**config.mk**
```make
export PLATFORM = sky130hd
export DESIGN_NAME = dnn_fc_sigmoid_engine
export DESIGN_NICKNAME = d
export VERILOG_FILES = /design/src/rtl/dnn_fc_pkg.sv /design/src/rtl/dnn_fc_sat_lut_idx.sv /design/src/rtl/dnn_fc_sigmoid_engine.sv
export SDC_FILE = /design/constraint.sdc
export NUM_CORES = 1
export LEC_CHECK = 0
export CAP_MARGIN = 10
export CORE_UTILIZATION = 34
export CTS_CLUSTER_SIZE = 40
export DETAILED_ROUTE_END_ITERATION = 6
export SKIP_CTS_REPAIR_TIMING = 1
export SLEW_MARGIN = 20
export SYNTH_ARGS = -nofsm -noshare
export SYNTH_HDL_FRONTEND = slang
export SYNTH_SLANG_ARGS = --single-unit
```
**constraint.sdc**
```tcl
create_clock -name clk -period 5 [get_ports clk]
set_input_delay 0.5 -clock clk [delete_from_list [all_inputs] [get_ports clk]]
set_output_delay 0.5 -clock clk [all_outputs]
set_load 0.05 [all_outputs]
```
**src/rtl/dnn_fc_pkg.sv**
```systemverilog
// Shared types and helpers for the fully-connected sigmoid layer engine.
package dnn_fc_pkg;

  typedef enum logic [3:0] {
    IDLE,
    FETCH_A,
    FETCH_W,
    MAC,
    FETCH_B,
    BIAS,
    FETCH_LUT,
    STORE,
    DONE
  } state_t;

  localparam logic [15:0] DEF_ADDR_BASE_A   = 16'h0000;
  localparam logic [15:0] DEF_ADDR_BASE_W   = 16'h0191;
  localparam logic [15:0] DEF_ADDR_BASE_LUT = 16'h29be;

  // Wide enough for N_IN full-width products plus the bias product without overflow.
  function automatic int acc_width(input int dw, input int n_in);
    return 2 * dw + $clog2(n_in + 1) + 1;
  endfunction

  function automatic int sat_idx(input longint v, input int w);
    longint lim;
    int     res;
    lim = longint'(1) << (w - 1);
    if (v >= lim)
      res = int'(lim - 1);
    else if (v < -lim)
      res = int'(-lim);
    else
      res = int'(v);
    return res;
  endfunction

  // LUT is stored with the most negative index at the base address.
  function automatic int lut_addr(input int base, input int idx, input int w);
    return base + idx + (1 << (w - 1));
  endfunction

endpackage

```
**src/rtl/dnn_fc_sat_lut_idx.sv**
```systemverilog
// Purpose: shift, saturate and offset the accumulator into a sigmoid LUT address.
// Latency: combinational, zero cycles.
// Backpressure: none; output follows acc continuously.
module dnn_fc_sat_lut_idx
  import dnn_fc_pkg::*;
#(
  parameter int                    ACC_WIDTH     = 16,
  parameter int                    ADDR_WIDTH    = 16,
  parameter int                    LUT_IDX_WIDTH = 3,
  parameter int                    FRAC_SHIFT    = 0,
  parameter logic [ADDR_WIDTH-1:0] ADDR_BASE_LUT = ADDR_WIDTH'(DEF_ADDR_BASE_LUT)
) (
  input  logic signed [ACC_WIDTH-1:0]  acc,
  output logic        [ADDR_WIDTH-1:0] addr
);

  logic signed [ACC_WIDTH-1:0] shifted;
  longint                      shifted_ext;
  int                          idx;

  // Arithmetic shift floors toward minus infinity, so -3 >>> 1 lands on -2.
  assign shifted     = acc >>> FRAC_SHIFT;
  assign shifted_ext = longint'(shifted);
  assign idx         = sat_idx(shifted_ext, LUT_IDX_WIDTH);
  assign addr        = ADDR_WIDTH'(lut_addr(int'(ADDR_BASE_LUT), idx, LUT_IDX_WIDTH));

endmodule

```
**src/rtl/dnn_fc_sigmoid_engine.sv**
```systemverilog
// Purpose: FC layer (N_OUT x N_IN MAC + bias) with sigmoid LUT; DNN_FC_ARGMAX_EN adds a classifier.
// Latency: done rises N_OUT*(3*N_IN+4)+1 cycles after start is sampled.
// Backpressure: none; start ignored while busy or done, clr aborts to IDLE.
module dnn_fc_sigmoid_engine
  import dnn_fc_pkg::*;
#(
  parameter int                           DATA_WIDTH    = 3,
  parameter int                           ADDR_WIDTH    = 16,
  parameter int                           N_IN          = 400,
  parameter int                           N_OUT         = 10,
  parameter logic [ADDR_WIDTH-1:0]        ADDR_BASE_A   = ADDR_WIDTH'(DEF_ADDR_BASE_A),
  parameter logic [ADDR_WIDTH-1:0]        ADDR_BASE_W   = ADDR_WIDTH'(DEF_ADDR_BASE_W),
  parameter logic [ADDR_WIDTH-1:0]        ADDR_BASE_LUT = ADDR_WIDTH'(DEF_ADDR_BASE_LUT),
  parameter int                           LUT_IDX_WIDTH = 3,
  parameter int                           FRAC_SHIFT    = 0,
  parameter logic signed [DATA_WIDTH-1:0] BIAS_ONE_VAL  = DATA_WIDTH'(2)
) (
  input  logic                         clk,
  input  logic                         rst,
  input  logic                         start,
  input  logic                         clr,
  input  logic signed [DATA_WIDTH-1:0] mem_data,
  output logic        [ADDR_WIDTH-1:0] mem_addr,
  output logic                         busy,
  output logic                         done,
  output logic signed [DATA_WIDTH-1:0] out [N_OUT]
`ifdef DNN_FC_ARGMAX_EN
  ,
  output logic [$clog2(N_OUT)-1:0]     class_idx,
  output logic                         class_valid
`endif
);

  localparam int ACC_WIDTH = acc_width(DATA_WIDTH, N_IN);
  localparam int IW        = (N_IN > 1) ? $clog2(N_IN) : 1;
  localparam int NW        = $clog2(N_OUT);
  localparam int PW        = 2 * DATA_WIDTH;

  localparam logic [IW-1:0]         I_LAST     = IW'(N_IN - 1);
  localparam logic [NW-1:0]         N_LAST     = NW'(N_OUT - 1);
  localparam logic [ADDR_WIDTH-1:0] ROW_STRIDE = ADDR_WIDTH'(N_IN + 1);
  localparam logic [ADDR_WIDTH-1:0] BIAS_OFS   = ADDR_WIDTH'(N_IN);

  state_t                        state;
  state_t                        state_nxt;
  logic        [IW-1:0]          i_cnt;
  logic        [NW-1:0]          n_cnt;
  logic        [ADDR_WIDTH-1:0]  w_row;
  logic signed [DATA_WIDTH-1:0]  a_reg;
  logic signed [ACC_WIDTH-1:0]   acc;
  logic signed [DATA_WIDTH-1:0]  mul_a;
  logic signed [PW-1:0]          prod;
  logic        [ADDR_WIDTH-1:0]  lut_addr_w;

  dnn_fc_sat_lut_idx #(
    .ACC_WIDTH    (ACC_WIDTH),
    .ADDR_WIDTH   (ADDR_WIDTH),
    .LUT_IDX_WIDTH(LUT_IDX_WIDTH),
    .FRAC_SHIFT   (FRAC_SHIFT),
    .ADDR_BASE_LUT(ADDR_BASE_LUT)
  ) u_sat_lut_idx (
    .acc (acc),
    .addr(lut_addr_w)
  );

  always_ff @(posedge clk) begin
    if (!rst)
      state <= IDLE;
    else if (clr)
      state <= IDLE;
    else
      state <= state_nxt;
  end

  always_comb begin
    state_nxt = state;
    mem_addr  = ADDR_BASE_A;
    busy      = 1'b1;
    case (state)
      IDLE: begin
        busy = 1'b0;
        if (start)
          state_nxt = FETCH_A;
      end
      FETCH_A: begin
        mem_addr  = ADDR_BASE_A + ADDR_WIDTH'(i_cnt);
        state_nxt = FETCH_W;
      end
      FETCH_W: begin
        mem_addr  = w_row + ADDR_WIDTH'(i_cnt);
        state_nxt = MAC;
      end
      MAC:       state_nxt = (i_cnt == I_LAST) ? FETCH_B : FETCH_A;
      FETCH_B: begin
        mem_addr  = w_row + BIAS_OFS;
        state_nxt = BIAS;
      end
      BIAS:      state_nxt = FETCH_LUT;
      FETCH_LUT: begin
        mem_addr  = lut_addr_w;
        state_nxt = STORE;
      end
      STORE:     state_nxt = (n_cnt == N_LAST) ? DONE : FETCH_A;
      DONE:      busy = 1'b0;
      default:   state_nxt = IDLE;
    endcase
  end

  // One multiplier serves both the activation MACs and the bias term.
  assign mul_a = (state == BIAS) ? BIAS_ONE_VAL : a_reg;
  assign prod  = PW'(mul_a) * PW'(mem_data);

  always_ff @(posedge clk) begin
    if (!rst) begin
      i_cnt <= '0;
      n_cnt <= '0;
      w_row <= ADDR_BASE_W;
      a_reg <= '0;
      acc   <= '0;
      done  <= 1'b0;
      for (int k = 0; k < N_OUT; k++)
        out[k] <= '0;
    end else if (clr) begin
      i_cnt <= '0;
      n_cnt <= '0;
      w_row <= ADDR_BASE_W;
      acc   <= '0;
      done  <= 1'b0;
    end else begin
      // done is registered, so it trails entry into DONE by one cycle.
      done <= (state == DONE);
      case (state)
        IDLE: begin
          if (start) begin
            i_cnt <= '0;
            n_cnt <= '0;
            w_row <= ADDR_BASE_W;
            acc   <= '0;
          end
        end
        FETCH_W: a_reg <= mem_data;
        MAC: begin
          acc <= acc + ACC_WIDTH'(prod);
          if (i_cnt != I_LAST)
            i_cnt <= i_cnt + IW'(1);
        end
        BIAS: acc <= acc + ACC_WIDTH'(prod);
        STORE: begin
          out[n_cnt] <= mem_data;
          if (n_cnt != N_LAST) begin
            n_cnt <= n_cnt + NW'(1);
            i_cnt <= '0;
            acc   <= '0;
            w_row <= w_row + ROW_STRIDE;
          end
        end
        default: ;
      endcase
    end
  end

`ifdef DNN_FC_ARGMAX_EN
  logic signed [DATA_WIDTH-1:0] max_val;

  // Strict compare keeps the lowest index on ties.
  always_ff @(posedge clk) begin
    if (!rst || clr) begin
      class_idx <= '0;
      max_val   <= '0;
    end else if (state == STORE && (n_cnt == '0 || mem_data > max_val)) begin
      class_idx <= n_cnt;
      max_val   <= mem_data;
    end
  end

  assign class_valid = done;
`endif

endmodule

```
**Word-level counts from Yosys, hierarchy flattened**

Cells that the tools add are included.

- Output and inout port bits: 48
- Input bits: 7
- Word-level logic and storage cells: 88
- Flip-flop bits (word level): 83

- Bitwise logic cells: 4
- $lt $le $gt $ge: 4
- Reductions and logical operators: 14
- Add/subtract/negate cells: 8
- Equality and inequality tests: 15
- Multipliers: 1
- Muxes and demuxes: 25

Operators by type and width:

| kind | count |
|---|---|
| 2-to-1 mux 16 bit | 6 |
| one-hot mux 16 bit (4 select lines) | 1 |
| one-hot mux 16 bit (3 select lines) | 1 |
| one-hot mux 4 bit (9 select lines) | 1 |
| adder 16 x 9 -> 16 bit (second input constant) | 2 |
| one-hot mux 16 bit (2 select lines) | 1 |
| bitwise mux 30 bit | 1 |
| 2-to-1 mux 9 bit | 3 |
| one-hot mux 9 bit (3 select lines) | 1 |
| adder 15 x 16 -> 16 bit (first input constant) | 1 |
| adder 16 x 4 -> 16 bit (second input constant) | 1 |
| adder 16 x 6 -> 16 bit | 1 |
| adder 16 x 9 -> 16 bit | 1 |
| == test 4 x 3 -> 1 bit (second input constant) | 4 |
| greater-or-equal comparator 16 x 4 -> 1 bit (second input constant) | 1 |
| less-than comparator 16 x 3 -> 1 bit (second input constant) | 1 |
| 2-to-1 mux 4 bit | 4 |
| demux 3 bit (select 4 bit) | 1 |
| adder 9 x 1 -> 9 bit (second input constant) | 1 |
| == test 9 bit (second input constant) | 1 |
| 2-to-1 mux 3 bit | 3 |
| inequality test 9 bit (second input constant) | 1 |
| == test 4 x 2 -> 1 bit (second input constant) | 2 |
| == test 4 bit (second input constant) | 2 |
| other kinds (19) | 29 |

**Depth between registers and ports, before layout**

Gate-level depths: netlist (run 1).

- Depth after elaboration: 6
- Mapped depth: 19
- Gate-level depth less buffers: 18

**Modules after synthesis**

From an unflattened synthesis (run 1), not the netlist that was laid out.

- Cell total of the unflattened synthesis: 834
- Area, all modules: 6665.1 µm²

By module, submodules not included:

| module | area an instance (µm²) | sequential area each (µm²) | instances | cells each |
|---|---|---|---|---|
| dnn_fc_sigmoid_engine | 6114.6 | 1661.6 | 1 | 741 |
| dnn_fc_sat_lut_idx | 550.5 | 0.0 | 1 | 93 |

**Worst setup path after synthesis (run 1)**

OpenSTA, ideal clock, no wires.

- Path kind: register to register
- From: register state[3]
- To: register acc[12]
- Data required time: 4.883 ns
- Path buffers: 1
- Cell stages (with the launch flop): 19
- Arrival: 4.102 ns
- Setup slack: 0.781 ns
- Clock period less this slack: 4.219 ns
- Setup time: 0.117 ns
- Cell sequence: dfxtp_1 > clkbuf_1 > nand2b_1 > nor2_1 > o21ai_0 > fa_1 > fa_1 > fa_1 > inv_1 > ha_1 > inv_1 > fa_1 > nor2b_1 > o31ai_1 > a211o_1 > o21ai_0 > a21oi_1 > xnor2_1 > a22o_1

- Longest elaborated chain between the ends: 5
- Elaborated cells on any way between the ends: 13
- Those cells by class: add/sub: 1; mul: 1; eq/ne: 5; mux: 2; reduce/logical: 4

RTL lines:

| element | line | source |
|---|---|---|
| start, declared | dnn_fc_sigmoid_engine.sv:44 | `state_t state;` |
| start signal, assigned | dnn_fc_sigmoid_engine.sv:72 | `state <= state_nxt;` |
| == test 4 x 3 -> 1 bit | dnn_fc_sigmoid_engine.sv:110, dnn_fc_sigmoid_engine.sv:132 |  |
| 2-to-1 mux 3 bit | dnn_fc_sigmoid_engine.sv:110 | `assign mul_a = (state == BIAS) ? BIAS_ONE_VAL : a_reg;` |
| multiplier 3 x 3 -> 6 bit | dnn_fc_sigmoid_engine.sv:111 | `assign prod = PW'(mul_a) * PW'(mem_data);` |
| adder 16 x 6 -> 16 bit | dnn_fc_sigmoid_engine.sv:143, dnn_fc_sigmoid_engine.sv:147 |  |
| one-hot mux 16 bit (3 select lines) | dnn_fc_sigmoid_engine.sv:132 | `case (state)` |
| end signal, assigned | dnn_fc_sigmoid_engine.sv:143 | `acc <= acc + ACC_WIDTH'(prod);` |
| end signal, assigned | dnn_fc_sigmoid_engine.sv:147 | `BIAS: acc <= acc + ACC_WIDTH'(prod);` |
| end, declared | dnn_fc_sigmoid_engine.sv:50 | `logic signed [ACC_WIDTH-1:0] acc;` |

Several ways; a longest one is shown, not always the timed one.
A chain may end at the register's enable or synchronous reset.

**Worst setup path in the final report (run 1)**

- From: register acc[11]
- To: output mem_addr[7]

- Longest elaborated chain between the ends: 6
- Elaborated cells on any way between the ends: 7
- Those cells by class: add/sub: 2; order compare: 2; mux: 3

RTL lines:

| element | line | source |
|---|---|---|
| less-than comparator 16 x 3 -> 1 bit | dnn_fc_pkg.sv:31 | `else if (v < -lim)` |
| 2-to-1 mux 16 bit | dnn_fc_pkg.sv:31 |  |
| 2-to-1 mux 16 bit (*) | dnn_fc_pkg.sv:29 | `if (v >= lim)` |
| adder 15 x 16 -> 16 bit (*) | dnn_fc_pkg.sv:40 | `return base + idx + (1 << (w - 1));` |
| adder 16 x 4 -> 16 bit (*) | dnn_fc_pkg.sv:40 |  |
| one-hot mux 16 bit (4 select lines) (*) | dnn_fc_sigmoid_engine.sv:79 | `case (state)` |
| end, declared | dnn_fc_sigmoid_engine.sv:23 | `output logic [ADDR_WIDTH-1:0] mem_addr,` |

Mark *: on every way between the ends. The rest lies on a longest branch, timed or not.

==> results.md, run 1 <==
* Drt pass-1 iters at 5
* Largest registers: out (30), acc (16), w_row (16)
* RSZ-0062 raised after global routing: no
* R2r setup slk at 360 ps
* Iter 0 DRT Violations at 391
* Max reg flops at 30
* PortBufs at 54
* # DRC at 0
* Worst path top cell family by delay: simple AND/OR/NAND/NOR gates
* Die ar. at 0.0187 sq mm
* CP bufs+invs at 3
* Max Slew Vio Count at 0
* # rows at 48
* Die height at 137 um
* Vias/cell at 5.27
* Core footprint at 0.0175 sq mm
* WL final at 16000 um
* Max Clk Rate at 213 MHz
* Startpoint Class: register
* Placed Instances at 1020
* Vias in the first global route at 5006
* Syn Nets at 839
* Synthesis Warnings at 0
* First-pass GRT wire length at 26400 um
* Worst hold path endpoint: out[11]
* CTS sink count at 83
* FFs w/ async S/R, synth at 0%
* Worst Skew at 9.68 ps
* Register area share after synthesis at 26.9%
* Post-DRT Antenna Nets at 0
* Setup Crit Path Kind: register to output port
* Hold Vio Cnt, Final at 0
* Largest net degree at the start of global routing at 35
* Number of buffers created by CTS at 9
* Post-layout min period at 4690 ps
* H-Tree Depth at 3
* Worst hold stages at 2
* Initial antenna violation count at 0
* CP required at 4500 ps
* Pre-CTS setup slack at 242 ps
* Status: finished clean
* Global-route usage over all layers at 18.0%
* Max cap viols at 0
* Largest family of logic cells by synthesized area: simple AND/OR/NAND/NOR gates
* Die X-Extent at 137 um
* GRT overflow at 0
* Worst path slowest cell: clkdlybuf4s50_1
* CP Cell Sequence: inv_1 -> nor2_1 -> nand3_1 -> or4_1 -> ha_1 -> buf_4 -> nor2_1 -> nor2_1 -> ha_1 -> nand2_1 -> nand2_1 -> xnor2_1 -> a21oi_1 -> a221oi_1 -> o21ai_0 -> clkdlybuf4s50_1
* Most flop-heavy register: out
* Routability cong. at 0.836
* Slew headroom at 28.8%
* Post-route cell area at 0.00727 sq mm
* PD cells at 206 mW/mm^2
* Final Setup Violations at 0
* Number of I/O pins at 55
* Peak VDD IR at 0.000158 V
* Share of layout cells above drive strength 1 at 5.17%
* FF+latch count, synth at 83
* Worst R2R Path Depth at 17
* Final net count at 882
* Worst-path fanout max at 19
* Number of synthesized flops with an enable pin at 0
* Class of the worst hold path: register to register
* Most frequent CP cell: nor2_1
* Capture point of the worst reg-to-reg path: acc[12]
* Initial cell density of the core at 35.2%
* Reg clk slew, reported paths at 70 ps
* Simple-gate share of the synthesized area at 22.9%
* Clock Latency Late Sink at 350 ps
* Synth Area in Compound Gates at 17.5%
* Final cell count without fillers at 1037
* Antenna Cells at 0
* Fraction of the mapped netlist area in adder cells at 15.8%
* Max clock buf depth at 2
* R2R Path Start: state[1]
* Slowest stage delay, CP at 730 ps
* Hold path start: out[11]
* Worst EP arrival at 4190 ps
* Area Overhead vs Synth at 17.7%
* Placed Area at 0.00693 sq mm
* Worst Tran Pin Value at 1060 ps
* Mux contribution to synthesized area at 2.43%
* Distinct cells, synth at 70
* Post-Syn Instances at 764
* CTS tree: built
* Drt wl/cell at 15.4 um
* Synth Area in XOR/XNOR at 9.08%
* Final WS setup at 313 ps
* Setup TNS at 0 ps
* Vias after detailed routing at 5466
* Avg Cell Area, Syn at 8.08 sq um
* CTS root buf: clkbuf_16
* Period utilization at 93.7%
* LEAKAGE at 2.77 nW
* Primary FF master, synth: dfxtp_1
* Netlist Area Pre-Place at 0.00617 sq mm
* Crit. End Element: output port
* Hpwl dp at 12100 um
[layout by cell type, fill, tap and decap left out, types with 15 or more instances in the layout]
| master | netlist | routed |
|---|---|---|
| dfxtp_1 | 83 | 83 |
| nand2_1 | 80 | 80 |
| nor2_1 | 63 | 63 |
| clkdlybuf4s50_1 | 0 | 52 |
| ha_1 | 51 | 51 |
| inv_1 | 51 | 50 |
| nand3_1 | 46 | 46 |
| a21oi_1 | 38 | 38 |
| xor2_1 | 37 | 37 |
| o21ai_0 | 30 | 30 |
| xnor2_1 | 27 | 27 |
| nor2b_1 | 21 | 21 |
| nor3_1 | 20 | 20 |
| a21boi_0 | 20 | 20 |
| fa_1 | 17 | 17 |
| mux2i_1 | 15 | 15 |
[kinds of logic after synthesis]
| family | after synthesis |
|---|---|
| simple gates | 290 |
| flops | 83 |
| fa+ha+maj | 68 |
| xor+xnor | 64 |
| compound gates | 160 |
| buf+inv | 84 |
| mux | 15 |
[through the flow]
stage | util [%] | power (W) | hold WS (ps)
floorplan | - | 0.000776 | 465
global placement | 39.5 | 0.000812 | 457
detailed placement | 39.5 | 0.000812 | 462
CTS | 41.3 | 0.00151 | 473
global route | 41.5 | 0.00156 | 497
finish | 41.5 | 0.00150 | 471
[how the worst max path moves through the flow]
stage                startpoint            to  slack [ps]  cells past startpoint
floorplan              state[3]       acc[12]         780                     18
global placement    mem_data[0]       acc[12]         280                     16
detailed placement  mem_data[0]       acc[12]         240                     16
CTS                     acc[11]  mem_addr[13]         210                     16
global route            acc[11]  mem_addr[12]          40                     13
finish                  acc[11]   mem_addr[7]         310                     16
[worst reg2reg max path, delay by kind of cell (launching register included)]
kind	cells	cell delay, ps
AO/OA/AOI/OAI	5	830
XOR/XNOR	1	130
adder cells (fa/ha/maj)	5	2110
buffers and inverters	2	140
flip-flops	1	470
AND/OR/NAND/NOR	4	870
[metal layers]
metal | global-route usage (%) | up-vias | routed length, um
li1 | - | 2771 | -
met1 | 26.8 | 2584 | 8110
met2 | 26.4 | 98 | 7170
met3 | 3.00 | 13 | 564
met4 | 4.81 | 0 | 165
met5 | 0 | - | 0
[cell usage after synthesis, types with 21 or more instances]
| library cell | count | area, sq um |
|---|---|---|
| dfxtp_1 | 83 | 1660 |
| nand2_1 | 80 | 300 |
| nor2_1 | 63 | 236 |
| ha_1 | 51 | 638 |
| inv_1 | 51 | 191 |
| nand3_1 | 46 | 230 |
| a21oi_1 | 38 | 190 |
| xor2_1 | 37 | 324 |
| o21ai_0 | 30 | 150 |
| xnor2_1 | 27 | 236 |
| clkbuf_1 | 24 | 90.1 |
| nor2b_1 | 21 | 131 |
[power breakdown]
group	internal (W)	switching, W	leakage, nW	total (W)
Clock	0.000396	0.000304	0.149	0.000700
Sequential	0.000664	0.00000587	0.669	0.000669
Combinational	0.0000491	0.0000812	1.95	0.000130
[final cells by class]
class,instances,area [sq um]
fillers,1778,10300
clock buffers,9,225
multi-input cells,597,4190
inverters,51,195
flip-flops and latches,83,1660
well taps,225,282
repair buffers,65,636
clock inverters,7,83.8
No activity file was read; power rests on OpenSTA's default activity.
==> run 2, diff against run 1 <==
--- a/config.mk
+++ b/config.mk
@@ -6,9 +6,12 @@
 export NUM_CORES = 1
 export LEC_CHECK = 0
 export CAP_MARGIN = 10
+export CELL_PAD_IN_SITES_DETAIL_PLACEMENT = 1
+export CELL_PAD_IN_SITES_GLOBAL_PLACEMENT = 1
 export CORE_UTILIZATION = 34
 export CTS_CLUSTER_SIZE = 40
 export DETAILED_ROUTE_END_ITERATION = 6
+export PLACE_DENSITY_LB_ADDON = 0.1
 export SKIP_CTS_REPAIR_TIMING = 1
 export SLEW_MARGIN = 20
 export SYNTH_ARGS = -nofsm -noshare
==> run 2 against run 1 <==
Compared with the run above: setup slack worse by 98 ps; die area did not move; clock power about the same; core utilization grew 0.12 points; power rose by 0.46%; clock-buffer cell count rose by 1; clock skew increased by 4.4 ps; non-clock buffer count is 5 higher; register-to-register slack is essentially flat; worst hold slack got worse by 1.7 ps.
==> results.md, run 2 (synthesis results as in run 1) <==
* Setup Crit Path Kind: register to output port
* Global-route usage over all layers at 21.0%
* # DRC at 0
* Most frequent cells in the layout: 83 x dfxtp_1, 80 x nand2_1, 63 x nor2_1
* H-Tree Depth at 3
* Core footprint at 0.0175 sq mm
* PortBufs at 54
* Slew headroom at 34.1%
* Drt pass-1 iters at 4
* Clock Latency Late Sink at 360 ps
* Number of I/O pins at 55
* Max cap viols at 0
* Die height at 137 um
* Utilization after layout at 41.6%
* Hpwl dp at 14900 um
* PD cells at 207 mW/mm^2
* Period utilization at 95.7%
* Max clock buf depth at 2
* LEAKAGE at 2.84 nW
* Vias in the first global route at 5696
* RSZ-0062 raised after global routing: no
* Drt wl/cell at 18.2 um
* Worst EP arrival at 4280 ps
* Initial antenna violation count at 0
* # rows at 48
* Iter 0 DRT Violations at 254
* Area Overhead vs Synth at 18.1%
* CTS sink count at 83
* Most flop-heavy register: out
* Die ar. at 0.0187 sq mm
* Final net count at 887
* Max reg flops at 30
* Class of the worst hold path: register to register
* Setup TNS at 0 ps
* Largest net degree at the start of global routing at 35
* Vias/cell at 5.39
* WL final at 19000 um
* Worst Skew at 14.1 ps
* Post-layout min period at 4780 ps
* Worst Tran Pin Value at 986 ps
* Vias after detailed routing at 5620
* Startpoint Class: register
* Post-DRT Antenna Nets at 0
* Number of buffers created by CTS at 9
* Die X-Extent at 137 um
* Hold Vio Cnt, Final at 0
* Routability cong. at 0.854
* Status: finished clean
* Fillers at 2105
* First-pass GRT wire length at 30300 um
* CTS root buf: clkbuf_16
* R2r setup slk at 370 ps
* Share of layout cells above drive strength 1 at 5.51%
* Initial cell density of the core at 35.2%
* Crit. End Element: output port
* CP required at 4500 ps
* Most common cell after layout, fill and taps aside: dfxtp_1
* Final Setup Violations at 0
* Largest registers: out (30), acc (16), w_row (16)
* Worst-path fanout max at 19
* Max Clk Rate at 209 MHz
* GRT overflow at 0
* Peak VDD IR at 0.000155 V
* Reg clk slew, reported paths at 70 ps
* CTS tree: built
* Max Slew Vio Count at 0
* Antenna Cells at 0
==> run 2: where the power goes <==
group	total, W	switching [W]	internal [W]
clock	0.000702	0.000309	0.000393
sequential	0.000669	0.00000517	0.000663
combinational	0.000137	0.0000865	0.0000500
total	0.00151	0.000400	0.00111
==> run 2: path summary, 6_finish.rpt <==
check,startpoint,endpoint,cells after the start
max,acc[11],mem_addr[14],12
min reg2reg,out[21],out[21],2
min,out[21],out[21],2
max reg2reg,state[1],acc[15],15
==> run 2: per-layer routing <==
metal / up-vias / wire (um) / GRT usage (%)
li1: 2766 / - / -
met1: 2783 / 9260 / 28.3
met2: 57 / 9080 / 34.7
met3: 14 / 447 / 3.22
met4: 0 / 197 / 5.56
met5: - / 0 / 0
==> run 2: critical path, stage by stage (launching register included) <==
cell	delay, ps
dfxtp_1	490
inv_1	140
nor2_1	230
nand3_1	100
or4_1	410
ha_1	330
buf_4	210
nor4_1	390
a21oi_1	180
a21boi_0	260
xnor2_1	140
o221ai_1	190
clkdlybuf4s50_1	850
==> run 2: layout make-up <==
cell class                 count  area (sq um)  share of cell area, %
clock buffer                  10           229                   3.14
timing repair buffer          70           668                   9.16
tap                          225           282                   3.86
sequential                    83          1660                   22.8
clock inverter                 6          72.6                  0.995
inverter                      51           191                   2.63
multi-input combinational    597          4190                   57.4
==> run 2: through the flow <==
| step | hold WS (ps) | cells | cell area (sq um) | total power, W | setup slack, ps |
|---|---|---|---|---|---|
| 2_1_floorplan | 465 | 764 | 6170 | 0.000776 | 781 |
| 3_3_place_gp | 458 | 1026 | 6980 | 0.000817 | 363 |
| 3_5_place_dp | 466 | 1026 | 6980 | 0.000821 | 295 |
| 4_1_cts | 474 | 1042 | 7280 | 0.00152 | 91.6 |
| 5_1_grt | 490 | 1042 | 7290 | 0.00156 | 5.75 |
| 6_report | 470 | 1042 | 7290 | 0.00151 | 215 |
==> run 3, diff against run 2 <==
==> constraint.sdc (replaced) <==
create_clock -name clk -period 3.87 [get_ports clk]
set_input_delay 0.387 -clock clk [delete_from_list [all_inputs] [get_ports clk]]
set_output_delay 0.387 -clock clk [all_outputs]
set_load 0.05 [all_outputs]
==> run 3 against run 2 <==
Compared with the run above: setup slack got worse by 500 ps; first-iteration DRC count fell by 8.3%; non-clock buffer count rose by 59; routed wire length rose by 3.4%; die area did not move; clock power rose by 28%; clock-buffer cell count fell by 1; the flow now finishes with violations (negative setup slack); sequential share of layout area fell by 2.4 points; critical path depth rose by 5; cell count rose by 5.7%; highest routed layer unchanged.
==> results.md, run 3 (synthesis results as in run 1) <==
* Status: finished, violations left
* Violations in the final reports: negative setup slack
* Hpwl dp at 15200 um
* PortBufs at 54
* Most frequent cells in the layout: 81 x dfxtp_1, 77 x nand2_1, 77 x buf_4
* Hold path start: out[18]
* Worst path top cell family by delay: adder cells
* CP Cell Sequence: nand2b_1 -> nor2_2 -> o21ai_0 -> fa_1 -> fa_1 -> fa_1 -> inv_1 -> ha_2 -> inv_2 -> fa_2 -> nor2b_4 -> o31ai_2 -> a211o_1 -> o21ai_1 -> a21oi_1 -> xnor2_1 -> a22o_1
* LEAKAGE at 3.16 nW
* Max Clk Rate at 241 MHz
* Largest net degree at the start of global routing at 34
* Antenna Cells at 0
* Final net count at 946
* WL final at 19600 um
* Stages on the worst setup path at 17
* Die X-Extent at 137 um
* Worst Tran Pin Value at 749 ps
* Startpoint Class: register
* Worst-path fanout max at 4
* Die height at 137 um
* Hold Vio Cnt, Final at 0
* H-Tree Depth at 3
* Most frequent CP cell: fa_1
* Number of I/O pins at 55
* Reg clk slew, reported paths at 80 ps
* Slowest stage delay, CP at 530 ps
* Final WS setup at -284 ps
* Slew headroom at 49.5%
* Core footprint at 0.0175 sq mm
* Vias in the first global route at 6192
* RSZ-0062 raised after global routing: yes
* GRT overflow at 0
* PD cells at 243 mW/mm^2
* Drt wl/cell at 17.8 um
* R2R Path Start: state[3]
* Worst path slowest cell: fa_1
* Vias after detailed routing at 5821
* CTS root buf: clkbuf_16
* Setup Crit Path Kind: register to register
* Met1 WL at 9210 um
* CP bufs+invs at 2
* DR top layer: met4
* WHS at 470 ps
* Clock Latency Late Sink at 360 ps
* Crit. End Element: register
* Worst hold stages at 2
* Setup TNS at -1100 ps
* Max cap viols at 0
* CP required at 4120 ps
* Most flop-heavy register: out
* Worst Skew at 9.02 ps
* Met2 wire len at 9690 um
* Most common cell after layout, fill and taps aside: dfxtp_1
* Vias/cell at 5.29
* Final cell count without fillers at 1101
* Period utilization at 107%
* Share of layout cells above drive strength 1 at 19.6%
* Post-layout min period at 4150 ps
* R2r setup slk at -280 ps
* Placed Instances at 1080
* DR WL met3 at 477 um
* Class of the worst hold path: register to register
* Global-route usage over all layers at 21.9%
* Fillers at 2053
* Final Setup Violations at 6
* CTS tree: built
* Iter 0 DRT Violations at 233
* Drt pass-1 iters at 5
* Largest registers: out (30), acc (16), w_row (16)
* Area Overhead vs Synth at 32.4%
* First-pass GRT wire length at 31800 um
* # rows at 48
* Post-DRT Antenna Nets at 0
* Routability cong. at 0.823
* Max reg flops at 30
* Worst R2R Path Depth at 17
* Die ar. at 0.0187 sq mm
* Number of buffers created by CTS at 9
* Worst EP arrival at 4400 ps
* Max Slew Vio Count at 0
* Max clock buf depth at 2
* Initial antenna violation count at 0
* Worst hold path endpoint: out[18]
* Initial cell density of the core at 35.2%
* Utilization after layout at 46.6%
* Capture point of the worst reg-to-reg path: acc[12]
* CTS sink count at 83
* # DRC at 0
* Peak VDD IR at 0.000207 V
## run 3: final cells by class
| cell class | instances | area, sq um | share of cell area, % |
|---|---|---|---|
| Timing Repair Buffer | 129 | 1200 | 14.7 |
| Multi-Input combinational cell | 597 | 4530 | 55.4 |
| Inverter | 51 | 195 | 2.39 |
| Sequential cell | 83 | 1670 | 20.4 |
| Clock buffer | 9 | 225 | 2.75 |
| Tap cell | 225 | 282 | 3.44 |
| Clock inverter | 7 | 76.3 | 0.934 |
## run 3: worst reg2reg max path, stage by stage (launching register included)
cell and delay [ps]:
dfxtp_4 360, nand2b_1 170, nor2_2 180, o21ai_0 130, fa_1 530, fa_1 450, fa_1 470, inv_1 80
ha_2 190, inv_2 40, fa_2 360, nor2b_4 140, o31ai_2 70, a211o_1 310, o21ai_1 150, a21oi_1 110
xnor2_1 130, a22o_1 170
## run 3: layer usage
| layer | vias to the layer above | track usage, % |
|---|---|---|
| li1 | 2887 | - |
| met1 | 2847 | 27.8 |
| met2 | 66 | 38.4 |
| met3 | 21 | 3.67 |
| met4 | 0 | 5.06 |
| met5 | - | 0 |
## run 3: where the power goes
part           internal (W)  switching (W)
clock network      0.000461       0.000435
logic             0.0000985       0.000129
registers          0.000856     0.00000626
## run 3: worst max-delay path by stage
| stage | start | end |
|---|---|---|
| floorplan | state[3] | acc[12] |
| global placement | mem_data[1] | acc[12] |
| detailed placement | mem_data[1] | acc[12] |
| CTS | state[3] | acc[12] |
| global route | state[3] | acc[12] |
| finish | state[3] | acc[12] |
## run 3: per-stage QoR
stage | setup slack [ps] | total power [W] | area [sq um]
after floorplan | -106 | 0.00102 | 6360
after global placement | -361 | 0.00109 | 7650
after detailed placement | -489 | 0.00110 | 7650
after CTS | -353 | 0.00200 | 7950
after global routing | -432 | 0.00207 | 8180
final | -284 | 0.00199 | 8180
